### src/rtl/fpu_add_scheduler.sv
// -----------------------------------------------------------------------------
// fpu_add_scheduler
//
// Shares one pipelined FP32 add unit among N_REQ requesters. A round-robin
// arbiter grants one requester per cycle among those that are valid and have
// no operation in flight. The granted operands are forwarded to the pipeline
// with the requester index as a tag. Each result coming back out of the
// pipeline is routed to its owner as a one-cycle response pulse. That response
// also frees the owner so it can issue again.
//
// Ports
//   clk_i          clock, rising edge
//   rst_ni         asynchronous reset, active low
//   req_valid_i    [N_REQ]      requester r has an op pending
//   req_a_i        [N_REQ][32]  operand A per requester
//   req_b_i        [N_REQ][32]  operand B per requester
//   req_ready_o    [N_REQ]      one-hot grant, handshake = valid & ready
//   issue_valid_o               op presented to the add pipeline this cycle
//   issue_a_o      [32]         operand A to the pipeline
//   issue_b_o      [32]         operand B to the pipeline
//   issue_tag_o    [TAG_W]      owner index of the issued op
//   res_valid_i                 pipeline result valid
//   res_data_i     [32]         pipeline result
//   res_tag_i      [TAG_W]      tag returned with the result
//   rsp_valid_o    [N_REQ]      one-hot response pulse to the owner
//   rsp_data_o     [32]         response data, shared by all requesters
//   busy_o         [N_REQ]      requester r has an op in flight
//   err_o                       sticky protocol error
// -----------------------------------------------------------------------------
module fpu_add_scheduler #(
  parameter int N_REQ = 2,
  parameter int TAG_W = (N_REQ > 1) ? $clog2(N_REQ) : 1
) (
  input  logic                   clk_i,
  input  logic                   rst_ni,
  input  logic [N_REQ-1:0]       req_valid_i,
  input  logic [N_REQ-1:0][31:0] req_a_i,
  input  logic [N_REQ-1:0][31:0] req_b_i,
  output logic [N_REQ-1:0]       req_ready_o,
  output logic                   issue_valid_o,
  output logic [31:0]            issue_a_o,
  output logic [31:0]            issue_b_o,
  output logic [TAG_W-1:0]       issue_tag_o,
  input  logic                   res_valid_i,
  input  logic [31:0]            res_data_i,
  input  logic [TAG_W-1:0]       res_tag_i,
  output logic [N_REQ-1:0]       rsp_valid_o,
  output logic [31:0]            rsp_data_o,
  output logic [N_REQ-1:0]       busy_o,
  output logic                   err_o
);

  // ---------------------------------------------------------------------------
  // State
  // ---------------------------------------------------------------------------
  logic [N_REQ-1:0] busy_q;
  logic [TAG_W-1:0] rr_ptr_q;
  logic             err_q;
  logic             issue_valid_q;
  logic [31:0]      issue_a_q;
  logic [31:0]      issue_b_q;
  logic [TAG_W-1:0] issue_tag_q;
  logic [N_REQ-1:0] rsp_valid_q;
  logic [31:0]      rsp_data_q;

  // ---------------------------------------------------------------------------
  // Round-robin arbitration
  // The search runs in two passes. The first pass looks only at indices at or
  // above rr_ptr. The second pass looks at all indices and supplies the
  // wrapped-around winner. A hit in the first pass always takes priority over
  // the second. Only busy_q feeds eligibility, so a result returning in the
  // same cycle cannot make its owner grantable until the next cycle.
  // ---------------------------------------------------------------------------
  logic [N_REQ-1:0] elig;
  logic [N_REQ-1:0] grant;
  logic [TAG_W-1:0] grant_idx;
  logic             grant_vld;
  logic [TAG_W-1:0] hi_idx;
  logic             hi_vld;
  logic [TAG_W-1:0] lo_idx;
  logic             lo_vld;

  // NOTE: every signal written in an always_comb gets a default at the top of
  // the block. Without that, any path that skips an assignment infers a latch.
  always_comb begin
    elig      = req_valid_i & ~busy_q;
    hi_idx    = '0;
    hi_vld    = 1'b0;
    lo_idx    = '0;
    lo_vld    = 1'b0;
    grant     = '0;
    grant_idx = '0;
    grant_vld = 1'b0;

    for (int i = 0; i < N_REQ; i++) begin
      if (!hi_vld && elig[i] && (i >= int'(rr_ptr_q))) begin
        hi_vld = 1'b1;
        hi_idx = TAG_W'(i);
      end
    end

    for (int i = 0; i < N_REQ; i++) begin
      if (!lo_vld && elig[i]) begin
        lo_vld = 1'b1;
        lo_idx = TAG_W'(i);
      end
    end

    if (hi_vld) begin
      grant_vld = 1'b1;
      grant_idx = hi_idx;
    end else if (lo_vld) begin
      grant_vld = 1'b1;
      grant_idx = lo_idx;
    end

    for (int i = 0; i < N_REQ; i++) begin
      grant[i] = grant_vld && (grant_idx == TAG_W'(i));
    end
  end

  // The grant is combinational from req_valid_i. It is masked while reset is
  // asserted so that every output reads zero during reset.
  assign req_ready_o = grant & {N_REQ{rst_ni}};

  // ---------------------------------------------------------------------------
  // Result decode and protocol checking
  // res_hit is the one-hot owner of the returning result. It is all zero when
  // the tag is outside 0..N_REQ-1. That same vector drives the response
  // pulse, the busy clear and the "result for an idle owner" error check.
  // ---------------------------------------------------------------------------
  logic [N_REQ-1:0] res_hit;
  logic             res_err;

  always_comb begin
    res_hit = '0;
    for (int i = 0; i < N_REQ; i++) begin
      res_hit[i] = res_valid_i && (res_tag_i == TAG_W'(i));
    end
    res_err = res_valid_i && ((res_hit & busy_q) == '0);
  end

  // ---------------------------------------------------------------------------
  // Next-state values
  // A grant and a return for the same requester can only coincide on a
  // protocol error, because a granted requester was not busy. In that case
  // the new grant wins, since its op really is in flight.
  // ---------------------------------------------------------------------------
  logic [N_REQ-1:0] busy_d;
  logic [TAG_W-1:0] rr_ptr_d;

  always_comb begin
    busy_d   = (busy_q & ~res_hit) | grant;
    rr_ptr_d = rr_ptr_q;
    if (grant_vld) begin
      rr_ptr_d = (grant_idx == TAG_W'(N_REQ - 1)) ? '0 : grant_idx + 1'b1;
    end
  end

  // ---------------------------------------------------------------------------
  // Registers
  // NOTE: the operand and data registers are reset along with the control
  // state. They drive module outputs directly, and those outputs must read
  // zero during reset.
  // ---------------------------------------------------------------------------
  // NOTE: sequential state uses non-blocking assignments only. Every register
  // then samples the pre-edge values, whatever order the statements are in.
  always_ff @(posedge clk_i or negedge rst_ni) begin
    if (!rst_ni) begin
      busy_q        <= '0;
      rr_ptr_q      <= '0;
      err_q         <= 1'b0;
      issue_valid_q <= 1'b0;
      issue_a_q     <= '0;
      issue_b_q     <= '0;
      issue_tag_q   <= '0;
      rsp_valid_q   <= '0;
      rsp_data_q    <= '0;
    end else begin
      busy_q        <= busy_d;
      rr_ptr_q      <= rr_ptr_d;
      err_q         <= err_q | res_err;
      issue_valid_q <= grant_vld;
      if (grant_vld) begin
        issue_a_q   <= req_a_i[grant_idx];
        issue_b_q   <= req_b_i[grant_idx];
        issue_tag_q <= grant_idx;
      end
      // An out-of-range tag produces no pulse and leaves the data bus alone.
      rsp_valid_q   <= res_hit;
      if (|res_hit) begin
        rsp_data_q  <= res_data_i;
      end
    end
  end

  // ---------------------------------------------------------------------------
  // Outputs
  // ---------------------------------------------------------------------------
  assign issue_valid_o = issue_valid_q;
  assign issue_a_o     = issue_a_q;
  assign issue_b_o     = issue_b_q;
  assign issue_tag_o   = issue_tag_q;
  assign rsp_valid_o   = rsp_valid_q;
  assign rsp_data_o    = rsp_data_q;
  assign busy_o        = busy_q;
  assign err_o         = err_q;

endmodule

### config.mk
export PLATFORM = sky130hd
export DESIGN_NAME = fpu_add_scheduler
export DESIGN_NICKNAME = d
export VERILOG_FILES = /design/src/rtl/fpu_add_scheduler.sv
export SDC_FILE = /design/constraint.sdc
export NUM_CORES = 1
export LEC_CHECK = 0
export BUFFER_PORTS_ARGS = -buffer_cell sky130_fd_sc_hd__buf_4
export CAP_MARGIN = 20
export CORE_ASPECT_RATIO = 1.2
export CORE_MARGIN = 1.5
export CORE_UTILIZATION = 40
export DETAILED_ROUTE_END_ITERATION = 6
export HOLD_SLACK_MARGIN = 0.02
export MAX_ROUTING_LAYER = met4
export PLACE_DENSITY = 0.77
export SLEW_MARGIN = 30
export SYNTH_ARGS = -nofsm -noshare
export SYNTH_HDL_FRONTEND = slang
export SYNTH_SLANG_ARGS = --single-unit
### constraint.sdc
create_clock -name clk_i -period 1.8 [get_ports clk_i]
set_clock_uncertainty 0.2 [all_clocks]
set_input_delay 0.18 -clock clk_i [delete_from_list [all_inputs] [get_ports clk_i]]
set_output_delay 0.18 -clock clk_i [all_outputs]
set_load 0.02 [all_outputs]
==> results of run 1 <==
==> cells in the mapped netlist, types with 3 or more instances <==
| master | count |
|---|---|
| buf_2 | 19 |
| buf_4 | 4 |
| a221o_1 | 64 |
| dfrtp_1 | 104 |
| inv_1 | 3 |
| and2_1 | 3 |
| nor3b_1 | 64 |
| buf_6 | 7 |
| mux2_2 | 32 |
| nor2b_1 | 3 |
==> kinds of logic after synthesis <==
family,Yosys count,share of synthesized area
DFF,104,0.588
and+or+nand+nor,74,0.124
AOI/OAI and AO/OA,70,0.154
buffers and inverters,35,0.0503
muxes,33,0.0837
==> metrics by stage <==
step	setup slack, ps	cells	hold slack, ps
floorplan	47.3	316	-316
detailed placement	55.9	694	-85.1
global placement	143	694	-86.4
==> flow_summary.yaml, run 1 <==
place:
  post_dp_cell_area_mm2: 0.00658
  dp_hpwl_mm: 9.80
  io_buffers: 270
  gp_congestion: 0.780
clocking:
  clockBufferDepth: 2
  post_cts_resized: 8
  cts.sinks: 104
  cts-root-buf: "clkbuf_16"
  postCtsSetupRepairBufs: 6
  htree_levels: 3
  hold_buffers: 144
  numCtsBuffers: 9
die:
  pin_count: 271
  start_util: 0.415
  die_h_um: 118
  die_w_um: 99.0
  rows: 41
logic_synthesis:
  seq_area_frac_synth: 0.588
  syn_nets: 482
  syn_avg_cell_area_um2: 14.0
  synth-seq-cells: 104
  yosysUniqueCellTypes: 19
  yosysWarnings: 0
  ys.flop_type: "dfrtp_1"
  synth-async-reset-ratio: 1.00
  syn_inst: 316
  ys_top_cells_by_area: "dfrtp_1 (59%), a221o_1 (14%), nor3b_1 (11%)"
  synth_top_cell_area_share: 0.588
  synth_edf_count: 0
  netlist_area_mm2: 0.00443
  yosys.area.top_type: "dfrtp_1"
run_status:
  status: "stopped before the end"
  tool.error: "[ERROR RSZ-0060] Max buffer count reached."
  haltStage: "4_1_cts"
==> run 2: changes to the inputs <==
- CORE_ASPECT_RATIO: 1.2 -> unset
- CORE_UTILIZATION: 40 -> 25
- HOLD_SLACK_MARGIN: 0.02 -> unset
- MAX_ROUTING_LAYER: met4 -> unset
- PLACE_DENSITY: 0.77 -> unset
- PLACE_DENSITY_LB_ADDON: unset -> 0.15
==> run 2 against run 1 <==
  * The flow now finishes without violations
  * Synthesized cell count did not move
  * Synthesized area did not move
==> flow_summary.yaml, run 2 <==
hold_path:
  hold_path_depth: 4
  hold_path.class: "input port to flip-flop"
  hp-start: "req_valid_i[1]"
logic_synthesis:
  synth_top_family_by_area: "compound AO/OA/AOI/OAI gates"
  syn_avg_cell_area_um2: 14.0
  yosysWarnings: 0
  synth-seq-cells: 104
  yosys.area.top_type: "dfrtp_1"
  ys_top_cells_by_area: "dfrtp_1 (59%), a221o_1 (14%), nor3b_1 (11%)"
  seq_area_frac_synth: 0.588
  synth_compound_area_frac: 0.154
  synthAdderAreaFrac: 0
  synth_most_common_cell: "dfrtp_1"
  synth.area.mux_share: 0.0837
  synthTopCellsByCount: "dfrtp_1 (104), a221o_1 (64), nor3b_1 (64), mux2_2 (32), buf_2 (19)"
  synthSimpleGateAreaFrac: 0.124
  synth_xor_area_frac: 0
  synth-async-reset-ratio: 1.00
  syn_nets: 482
  netlist_area_mm2: 0.00443
  synth_edf_count: 0
  synth_top_cell_area_share: 0.588
  syn_inst: 316
  ys.flop_type: "dfrtp_1"
  yosysUniqueCellTypes: 19
clocking:
  clockBufferDepth: 2
  cts.sinks: 104
  cts-root-buf: "clkbuf_16"
  cts_tree: "yes"
  htree_levels: 3
  cts.clk_slew.worst_paths_ps: 70
  numCtsBuffers: 9
  clk_latency_ps: 340
cells_and_area:
  drive_gt1_frac: 0.464
  insertedDiodeCount: 0
  nFillCells: 1529
  multiInputGateArea_mm2: 0.00166
  register_area_mm2: 0.00260
  final_cell_mix: "buf_4 (280), dlygate4sd3_1 (162), dfrtp_1 (103)"
  area_growth_pct: 99.7
  layout_commonest_cell: "buf_4"
  final_util: 0.511
  fin_nets: 920
power_and_ir_drop:
  power_density_mw_per_mm2: 1260
  cellLeakagePower_nw: 4.09
  power_mw: 11.1
  irDropWorstVdd_uv: 575
timing:
  fin_crit_sh: 0.985
  rsz0062_at_grt: "yes"
  max_freq_mhz: 564
  setup_viol: 0
  finalHoldViolCount: 0
  slew_headroom: 0.507
  period_needed_ps: 1770
  slew_viol_final: 0
  worst_pin_slew_ps: 739
  finalWorstSetupSlack_ps: 27.8
die:
  rows: 48
  die_h_um: 136
  die_w_um: 136
  pin_count: 271
  start_util: 0.256
  die-area_mm2: 0.0185
  coreArea_mm2: 0.0173
global_routing:
  grt_pass1_wl_mm: 24.7
  grt_pass1_vias: 4922
  grt_max_degree: 66
  track_usage: 0.172
  grt-ovfl-total: 0
  antenna_found_initial: 0
critical_path:
  cp.arrival_ps: 1800
  reg2reg_from: "busy_o[1]"
  path_common_cell: "buf_6"
  start_kind: "flip-flop"
  end_kind: "flip-flop"
  worstSetupStartpoint: "busy_o[1]"
  crit_required_ps: 1820
  critPathKind: "flip-flop to flip-flop"
  reg2reg_depth: 6
  slowest_stage: "dfrtp_1"
  worstPathCellList: "buf_6 -> nor2b_4 -> a21boi_4 -> buf_6 -> clkbuf_16 -> a221o_1"
  max_stage_delay_ps: 400
  cpLargestDelayFamily: "buffers and inverters"
  crit_buf_inv: 3
  cp_max_fo: 10
  critical_path_depth: 6
flow_run:
  max-cap-violations: 0
detailed_routing:
  drt_iter0_drc: 164
  antenna_left: 0
  vias: 4600
  drc: 0
  wl_per_cell_um: 17.4
  totalWireLength_mm: 17.1
  viasPerCell: 4.67
  drt_pass1_iterations: 4
place:
  post-place-ws_ps: -139
  gp_congestion: 0.744
  io_buffers: 270
  dp_hpwl_mm: 10.4
run_status:
  status: "finished, final reports clean"
## run 2: cell counts after synthesis
Identical to the previous run, type by type.
## run 2: where the power goes
group | internal [mW] | switching, mW | total (mW)
clock network | 0.938 | 0.869 | 1.81
registers | 3.16 | 0.458 | 3.61
logic | 2.92 | 2.80 | 5.72
total | 7.01 | 4.13 | 11.1
## run 2: cells by family after synthesis
group / Yosys count
flip-flops: 104
buffers and inverters: 35
AND/OR/NAND/NOR: 74
AO/OA/AOI/OAI: 70
multiplexers: 33
## run 2: what timing repair did
action,4_1_cts,5_1_grt
gates cloned,1,4
endpoints found under the hold margin,205,0
buffers inserted,5,0
gates resized for setup,8,8
hold buffers,162,0
setup endpoints to repair,48,59
pin swaps,4,10
## run 2: layer usage
layer	track usage	up-vias	part of all wire
met5	0	-	0
met4	0.0656	0	0.025
met3	0.0306	32	0.053
met2	0.326	196	0.54
met1	0.190	2256	0.38
li1	-	2116	-
## run 2: layout make-up
type	count	area share
Clock inverter	5	0.00382
Inverter	3	0.00127
Timing Repair Buffer	458	0.454
Clock buffer	11	0.0263
Sequential cell	104	0.295
Multi-Input combinational cell	178	0.188
Tap cell	225	0.0319
## run 2: final timing paths
kind / slack [ps] / end
max: 30 / issue_b_o[16]
min: 90 / issue_valid_o
max reg2reg: 30 / issue_b_o[16]
min reg2reg: 270 / err_o
max in group asynchronous: 550 / busy_o[0]
min in group asynchronous: 340 / issue_b_o[12]
## run 2: per-stage QoR
stage | instance area (um2) | setup TNS [ps] | hold slack [ps] | std cells
after floorplan | 4430 | 0 | -316 | 316
after global placement | 6760 | -1210 | 178 | 796
after detailed placement | 6760 | -1850 | 174 | 796
after CTS | 8720 | -0.155 | 88.6 | 980
after global routing | 8840 | -400 | 84.1 | 984
final | 8840 | 0 | 87.6 | 984
## run 2: worst reg2reg max path: cells and delay by family (launching register included)
| family | cells | cell delay [ps] |
|---|---|---|
| buffers and inverters | 3 | 470 |
| AOI/OAI and AO/OA | 2 | 440 |
| and+or+nand+nor | 1 | 150 |
| DFF | 1 | 400 |
No activity file was read; power rests on OpenSTA's default activity.
